$ cat config.mk
export PLATFORM = sky130hd
export DESIGN_NAME = alu_top
export DESIGN_NICKNAME = d
export VERILOG_FILES = /design/src/rtl/alu_pkg.sv /design/src/rtl/alu_decoder.sv /design/src/rtl/alu_top.sv
export SDC_FILE = /design/constraint.sdc
export NUM_CORES = 1
export LEC_CHECK = 0
export CORE_UTILIZATION = 50
export CTS_BUF_LIST = sky130_fd_sc_hd__clkbuf_2 sky130_fd_sc_hd__clkbuf_4 sky130_fd_sc_hd__clkbuf_8
export DETAILED_ROUTE_END_ITERATION = 16
export PLACE_DENSITY_LB_ADDON = 0.15
export SLEW_MARGIN = 20
export SYNTH_ARGS = -nofsm -noshare
export SYNTH_HDL_FRONTEND = slang
export SYNTH_SLANG_ARGS = --single-unit
$ cat constraint.sdc
create_clock -name CLK -period 210.9 [get_ports CLK]
set_input_delay 63.27 -clock CLK [delete_from_list [all_inputs] [get_ports CLK]]
set_output_delay 63.27 -clock CLK [all_outputs]
set_load 0.01 [all_outputs]
$ cat src/rtl/alu_pkg.sv
// Shared encodings for the ALU slice: function codes, unit-select values
// and the compare result codes.
package alu_pkg;

    // Arithmetic unit
    localparam logic [3:0] ADD    = 4'b0000;
    localparam logic [3:0] SUB    = 4'b0001;
    localparam logic [3:0] MUL    = 4'b0010;
    localparam logic [3:0] DIV    = 4'b0011;

    // Logic unit
    localparam logic [3:0] AND    = 4'b0100;
    localparam logic [3:0] OR     = 4'b0101;
    localparam logic [3:0] NAND   = 4'b0110;
    localparam logic [3:0] NOR    = 4'b0111;

    // Compare unit
    localparam logic [3:0] NOP    = 4'b1000;
    localparam logic [3:0] CMP_EQ = 4'b1001;
    localparam logic [3:0] CMP_GT = 4'b1010;
    localparam logic [3:0] CMP_LT = 4'b1011;

    // Shift unit
    localparam logic [3:0] SHR_A  = 4'b1100;
    localparam logic [3:0] SHL_A  = 4'b1101;
    localparam logic [3:0] SHR_B  = 4'b1110;
    localparam logic [3:0] SHL_B  = 4'b1111;

    typedef enum logic [1:0] {
        UNIT_ARITH = 2'b00,
        UNIT_LOGIC = 2'b01,
        UNIT_CMP   = 2'b10,
        UNIT_SHIFT = 2'b11
    } unit_e;

    localparam logic [1:0] CMP_RES_NONE = 2'd0;
    localparam logic [1:0] CMP_RES_EQ   = 2'd1;
    localparam logic [1:0] CMP_RES_GT   = 2'd2;
    localparam logic [1:0] CMP_RES_LT   = 2'd3;

endpackage

$ cat src/rtl/alu_decoder.sv
// Maps the unit-select field of the function code onto one-hot unit enables.
module alu_decoder
    import alu_pkg::*;
(
    input  logic [1:0] unit_sel,
    output logic       arith_en,
    output logic       logic_en,
    output logic       cmp_en,
    output logic       shift_en
);

    always_comb begin
        arith_en = 1'b0;
        logic_en = 1'b0;
        cmp_en   = 1'b0;
        shift_en = 1'b0;
        case (unit_e'(unit_sel))
            UNIT_ARITH: arith_en = 1'b1;
            UNIT_LOGIC: logic_en = 1'b1;
            UNIT_CMP:   cmp_en   = 1'b1;
            UNIT_SHIFT: shift_en = 1'b1;
            default:    ;
        endcase
    end

endmodule

$ cat src/rtl/alu_top.sv
// Single-cycle signed ALU: four functional units, each with its own registered
// result and flag; only the selected unit produces a non-zero result.
module alu_top
    import alu_pkg::*;
#(
    parameter int OP_WIDTH = 16
) (
    input  logic                    CLK,
    input  logic                    RST,
    input  logic [OP_WIDTH-1:0]     A,
    input  logic [OP_WIDTH-1:0]     B,
    input  logic [3:0]              ALU_FUN,
    output logic [2*OP_WIDTH-1:0]   Arith_OUT,
    output logic                    Arith_Flag,
    output logic [OP_WIDTH-1:0]     Logic_OUT,
    output logic                    Logic_Flag,
    output logic [OP_WIDTH-1:0]     CMP_OUT,
    output logic                    CMP_Flag,
    output logic [OP_WIDTH-1:0]     SHIFT_OUT,
    output logic                    SHIFT_Flag
);

    localparam int RW = 2 * OP_WIDTH;

    logic arith_en;
    logic logic_en;
    logic cmp_en;
    logic shift_en;

    alu_decoder u_alu_decoder (
        .unit_sel (ALU_FUN[3:2]),
        .arith_en (arith_en),
        .logic_en (logic_en),
        .cmp_en   (cmp_en),
        .shift_en (shift_en)
    );

    // Operands widened to the result width so most-negative / -1 cannot wrap.
    logic signed [RW-1:0]       a_ext;
    logic signed [RW-1:0]       b_ext;
    logic signed [OP_WIDTH-1:0] a_s;
    logic signed [OP_WIDTH-1:0] b_s;

    assign a_ext = {{OP_WIDTH{A[OP_WIDTH-1]}}, A};
    assign b_ext = {{OP_WIDTH{B[OP_WIDTH-1]}}, B};
    assign a_s   = A;
    assign b_s   = B;

    logic [RW-1:0]       arith_nxt;
    logic [OP_WIDTH-1:0] logic_nxt;
    logic [OP_WIDTH-1:0] cmp_nxt;
    logic [OP_WIDTH-1:0] shift_nxt;

    always_comb begin
        arith_nxt = '0;
        if (arith_en) begin
            case (ALU_FUN)
                ADD:     arith_nxt = a_ext + b_ext;
                SUB:     arith_nxt = a_ext - b_ext;
                MUL:     arith_nxt = a_ext * b_ext;
                DIV:     if (B != '0) arith_nxt = a_ext / b_ext;
                default: arith_nxt = '0;
            endcase
        end
    end

    always_comb begin
        logic_nxt = '0;
        if (logic_en) begin
            case (ALU_FUN)
                AND:     logic_nxt = A & B;
                OR:      logic_nxt = A | B;
                NAND:    logic_nxt = ~(A & B);
                NOR:     logic_nxt = ~(A | B);
                default: logic_nxt = '0;
            endcase
        end
    end

    always_comb begin
        cmp_nxt = '0;
        if (cmp_en) begin
            case (ALU_FUN)
                NOP:     cmp_nxt = OP_WIDTH'(CMP_RES_NONE);
                CMP_EQ:  if (a_s == b_s) cmp_nxt = OP_WIDTH'(CMP_RES_EQ);
                CMP_GT:  if (a_s > b_s)  cmp_nxt = OP_WIDTH'(CMP_RES_GT);
                CMP_LT:  if (a_s < b_s)  cmp_nxt = OP_WIDTH'(CMP_RES_LT);
                default: cmp_nxt = '0;
            endcase
        end
    end

    always_comb begin
        shift_nxt = '0;
        if (shift_en) begin
            case (ALU_FUN)
                SHR_A:   shift_nxt = A >> 1;
                SHL_A:   shift_nxt = A << 1;
                SHR_B:   shift_nxt = B >> 1;
                SHL_B:   shift_nxt = B << 1;
                default: shift_nxt = '0;
            endcase
        end
    end

    always_ff @(posedge CLK) begin
        if (RST) begin
            Arith_OUT  <= '0;
            Logic_OUT  <= '0;
            CMP_OUT    <= '0;
            SHIFT_OUT  <= '0;
            Arith_Flag <= 1'b0;
            Logic_Flag <= 1'b0;
            CMP_Flag   <= 1'b0;
            SHIFT_Flag <= 1'b0;
        end else begin
            Arith_OUT  <= arith_nxt;
            Logic_OUT  <= logic_nxt;
            CMP_OUT    <= cmp_nxt;
            SHIFT_OUT  <= shift_nxt;
            Arith_Flag <= arith_en;
            Logic_Flag <= logic_en;
            CMP_Flag   <= cmp_en;
            SHIFT_Flag <= shift_en;
        end
    end

endmodule

* Yosys cells after proc, flatten, opt, wreduce, memory -nomap -nowiden
Cells that the tools add are included.
** Storage, ports and cells
- Output and inout port bits :: 84
- Logic and storage cells :: 59
- Input port bits :: 38
- Flip-flop bits (word level) :: 84
** Cells by class
- Bitwise logic cells :: 8
- Div/mod/pow operators :: 1
- $add $sub $neg :: 2
- Multiply operators :: 1
- Equality and inequality tests :: 18
- Mux-type cells :: 12
- Reduce and logical (&&, ||, !) cells :: 7
- $lt $le $gt $ge :: 2
** Operators with widths (count)
- 16-bit one-hot mux with 4 select lines :: 2
- 32-bit one-hot mux with 4 select lines :: 1
- 32-bit by 32-bit divider with 32-bit output :: 1
- 16-bit by 16-bit multiplier with 32-bit output :: 1
- 32-bit 2-to-1 mux :: 1
- 16-bit NOT :: 2
- 4-bit equality test, second input constant :: 7
- 16-bit by 16-bit adder with 17-bit output :: 1
- 16-bit by 16-bit subtractor with 17-bit output :: 1
- 16-bit AND :: 1
- 16-bit equality test :: 1
- 4-bit by 3-bit equality test with 1-bit output, second input constant :: 4
- 16-bit > comparator :: 1
- 16-bit less-than comparator :: 1
- 16-bit OR :: 1
- 16-bit nonzero test :: 1
- 4-bit by 2-bit equality test with 1-bit output, second input constant :: 2
- 2-bit OR reduction :: 4
- 2-bit one-hot mux with 3 select lines :: 1
- 1-bit 2-to-1 mux :: 5
- 2-bit equality test, second input constant :: 2
- 4-bit by 1-bit equality test with 1-bit output, second input constant :: 1
- 4-bit zero test :: 1
- 2-bit 2-to-1 mux :: 2
- other kinds (3) :: 6

* Longest topological paths before layout
- Word-level depth :: 4
- Mapped depth :: 355
- Gate-level depth less buffers :: 310

* By module
Synthesis repeated with hierarchy kept, for this count alone.
** Second synthesis, totals
- Cells, all modules :: 6034
- Area, all modules :: 43744.5 um2
** By module, submodules not included
- alu_top :: times used 1, area an instance 43718.2 um2, cells an instance 6030
- alu_decoder :: times used 1, area an instance 26.3 um2, cells an instance 4

* Worst setup path before layout
No wires, ideal clock.
- Path type :: input -> register
- From :: input port B[0]
- To :: register Arith_OUT[28]
- Arrival time :: 133622 ps
- Library setup time :: 79 ps
- Path buffers :: 57
- Stages :: 315
- Slack :: 77199 ps
- Cell sequence :: inv_1 > buf_1 > ha_1 > nand2b_1 > or4_4 > o21ba_4 > a211oi_4 > and2_1 > buf_2 > nand2_1 > clkbuf_1 > nor2_1 > o211ai_1 > nor2_1 > ha_1 > o21a_1 > o21a_1 > o21ai_0 > (+279 left out) > buf_1 > nand2_1 > nand2_1 > ha_1 > a21o_1 > a2111oi_0 > a21oi_1 > o2111ai_1 > a21oi_1 > o2111a_1 > nor2_1 > ha_1 > a21boi_0 > nand4_1 > o31ai_1 > xnor2_1 > nand2_1 > o211ai_1
** On the way
- Longest elaborated chain between the ends :: 3
- Elaborated cells between the ends (all ways) :: 7
- Classes of those cells :: add/sub (2); mul (1); div (1); mux (2); reduce/logical (1)
** RTL lines
- from (decl) :: RTL line alu_top.sv:11 : input logic [OP_WIDTH-1:0] B,
- 32-bit by 32-bit divider with 32-bit output or 16-bit nonzero test (tied branches) :: RTL line alu_top.sv:61 : DIV: if (B != '0) arith_nxt = a_ext / b_ext;
- 32-bit 2-to-1 mux :: RTL line alu_top.sv:61
- 32-bit one-hot mux with 4 select lines (*) :: RTL line alu_top.sv:57 : case (ALU_FUN)
- to (signal assigned) :: RTL line alu_top.sv:117 : Arith_OUT <= arith_nxt;
- to (decl) :: RTL line alu_top.sv:13 : output logic [2*OP_WIDTH-1:0] Arith_OUT,
Every way passes the cells marked *; elsewhere a longest branch is shown, timed or not.
A chain may end at the register's enable or synchronous reset.

* Worst setup path in the final report
- From :: input port B[1]
- To :: register Arith_OUT[28]
The elaborated chain is that of the path after synthesis.

==> summary.txt <==
Outcome
  • Status: completed

Floorplan
  • Io pins: 122
  • Die extent in y: 300 um
  • Row cnt: 109
  • DIE WIDTH: 300 um
  • Die area: 90200 sq um
  • Starting density of the core: 50.4%
  • Core area: 88200 sq um

GRT
  • GRT Overall Usage: 36.9%
  • Largest net degree at the start of global routing: 45
  • Initial antenna violation count: 3
  • GR Overflow Total: 0
  • Vias in the first global route: 43.8k
  • First-pass GRT wire length: 260 mm

Clocking
  • Root Buffer: clkbuf_8
  • Longest Clk Path Bufs: 2
  • TritonCTS Buffers: 9
  • Clock transition at path regs: 0.09 ns
  • Setup Buffers After CTS: 0
  • H-tree lvl count: 3
  • TritonCTS clock tree: yes
  • CTS Hold Bufs: 0
  • PostCTS Resize Cnt: 0
  • CTS Sinks: 70

STA
  • Max_slew headroom: 25.0%
  • Setup TNS: 0 ns
  • Hold Fails Final Rpt: 0
  • Final period utilization: 70.6%
  • Unrepaired setup endpoints after global routing: false
  • Final Setup Violations: 0
  • Slew Limit Fails: 0
  • Fmax achieved: 6.72 MHz
  • Slew @ Worst Pin: 1.11 ns
  • Final setup margin: 62.10 ns
  • Final min period: 148.80 ns

Logic synthesis
  • Register bit total from synthesis: 70
  • Commonest cells post-synth: ha_1 (663), nand2_1 (657), nor2_1 (590), inv_1 (482), a21oi_1 (453)
  • Synth Area in Simple Gates: 20.9%
  • Register area share after synthesis: 3.15%
  • Avg Cell Area, Syn: 7.28 sq um
  • Yosys Warn Count: 0
  • Post-Synthesis Cell Area: 44500 sq um
  • Synth Area in Compound Gates: 27.8%
  • Yosys top cell area share: 18.6%
  • Primary FF master, synth: dfxtp_1
  • Yosys cell types: 115
  • Top-count cell post-synth: ha_1
  • Most area-hungry cell type in the Yosys netlist: ha_1
  • Synth Area in Adders: 30.5%
  • EDFF count, synth: 0
  • Mux cell area share after synthesis: 2.85%
  • Post-synth ARST share: 0%
  • Syn Inst Count: 6110
  • Xor-xnor portion of the synthesized cell area: 8.48%
  • Largest family of logic cells by synthesized area: adder cells
  • Largest cells by area after synthesis: ha_1 (19%), fa_1 (12%), xnor2_1 (5.6%)

Detailed routing
  • Detail Route Antenna Nets: 0
  • Drc violations: 0
  • 1st-iter DRT viols: 5219
  • 1st-pass router iterations: 6
  • Vias/cell: 6.35
  • Via Count: 47.2k
  • Drt wl/cell: 23.0 um
  • WL final: 171 mm

Critical path
  • Kind of critical path: input port to flop
  • Worst path arrival time: 149.11 ns
  • Slowest CP cell: clkdlybuf4s50_1
  • Crit-path max cell delay: 1.05 ns
  • Element type at the critical path start: input port
  • CP dominant cell by count: ha_1
  • Worst setup EP type: flop
  • Max FO, Critical Path: 41
  • Worst path required time: 211.21 ns

Layout
  • Ant diodes: 0
  • Nets: 7221
  • Share of cells above drive strength 1: 5.03%
  • Post-layout instance area: 47800 sq um
  • Synthesis-to-finish area growth: 7.33%

Place
  • Port Buf Inserts: 107
  • Post-DP Area: 47500 sq um
  • Place WS: 63.90 ns
  • Detailed Place HPWL: 137 mm
  • Gpl congestion: 1.03

Job
  • Total of max-cap violations: 0

Worst hold path
  • Hold_sp: ALU_FUN[0]
  • Hold Crit Class: input port to flop
  • Worst hold path endpoint: CMP_OUT[0]$_SDFF_PP0_
  • Hold path cells: 4
## flip-flops by register name (all words and copies together) (netlist names)
register	count
CMP_OUT	2
CMP_Flag	1
Logic_OUT	16
SHIFT_OUT	16
Arith_Flag	1
Arith_OUT	32
Logic_Flag	1
SHIFT_Flag	1
## layer usage
layer | wire, um | up-vias | GRT usage, %
li1 | - | 22200 | -
met1 | 73400 | 22400 | 50.4
met2 | 73400 | 2240 | 57.6
met3 | 15900 | 383 | 5.58
met4 | 8280 | 6 | 15.5
met5 | 48 | - | 0
## final cells by class
type                            count  area (sq um)
Timing Repair Buffer              198          1740
Clock buffer                       10           131
Inverter                          497          1870
Tap cell                         1165          1460
Multi-Input combinational cell   5480         41100
Clock inverter                      6          93.8
Fill cell                        8732         40500
Sequential cell                    70          1400
## cells in the final DEF (no fill, tap or decap), types with 52 or more instances in the layout
master | Yosys | layout
dfxtp_1 | 70 | 70
o21a_1 | 137 | 137
o211ai_1 | 75 | 75
o21ai_0 | 297 | 294
inv_1 | 482 | 479
nor2b_1 | 57 | 56
nor3_1 | 189 | 188
xnor2_1 | 286 | 280
xor2_1 | 145 | 145
clkdlybuf4s50_1 | 0 | 105
ha_1 | 663 | 663
nor2_1 | 590 | 586
or3_1 | 57 | 57
a31oi_1 | 76 | 75
conb_1 | 2 | 166
nand2_1 | 657 | 656
nand3_1 | 124 | 124
a21o_1 | 206 | 206
nand2b_1 | 52 | 52
a21oi_1 | 453 | 449
buf_4 | 16 | 91
nand4_1 | 63 | 63
fa_1 | 264 | 264
mux2_2 | 63 | 63
## critical path, delay by kind of cell
| family | cells | cell delay [ns] |
|---|---|---|
| compound gates | 157 | 47.45 |
| xor+xnor | 1 | 0.16 |
| fa+ha+maj | 32 | 10.70 |
| buf+inv | 19 | 5.90 |
| mux | 4 | 1.56 |
| simple gates | 67 | 19.78 |
## kinds of logic (layout without fill, tap and decap cells)
family / after synthesis / count (layout)
and+or+nand+nor: 2019 / 2019
AOI/OAI and AO/OA: 1820 / 1820
adders and majority gates: 927 / 927
buffers and inverters: 724 / 711
xor gates and xnor gates: 431 / 431
muxes: 117 / 117
DFF: 70 / 70
other: 2 / 166
## per-stage QoR
step                cells  util, %  hold slack, ns
floorplan            6274        -           63.37
global placement     7410     53.9           63.93
detailed placement   7410     53.9           63.94
CTS                  7426     54.1           63.53
global route         7426     54.1           63.58
finish               7426     54.1           63.56
## how the worst max path moves through the flow
stage | start | endpoint | slack (ns) | cells after the start
5_1_grt | B[1] | Arith_OUT[24]$_SDFF_PP0_ | 56.97 | 279
3_5_place_dp | B[1] | Arith_OUT[18]$_SDFF_PP0_ | 63.90 | 275
6_report | B[1] | Arith_OUT[28]$_SDFF_PP0_ | 62.10 | 280
2_1_floorplan | B[0] | Arith_OUT[28]$_SDFF_PP0_ | 77.20 | 315
4_1_cts | B[1] | Arith_OUT[18]$_SDFF_PP0_ | 64.10 | 276
3_3_place_gp | B[1] | Arith_OUT[18]$_SDFF_PP0_ | 65.33 | 273
Power is not shown: default switching activity piles up to over one toggle a cycle in this logic, so the estimate is an artifact.
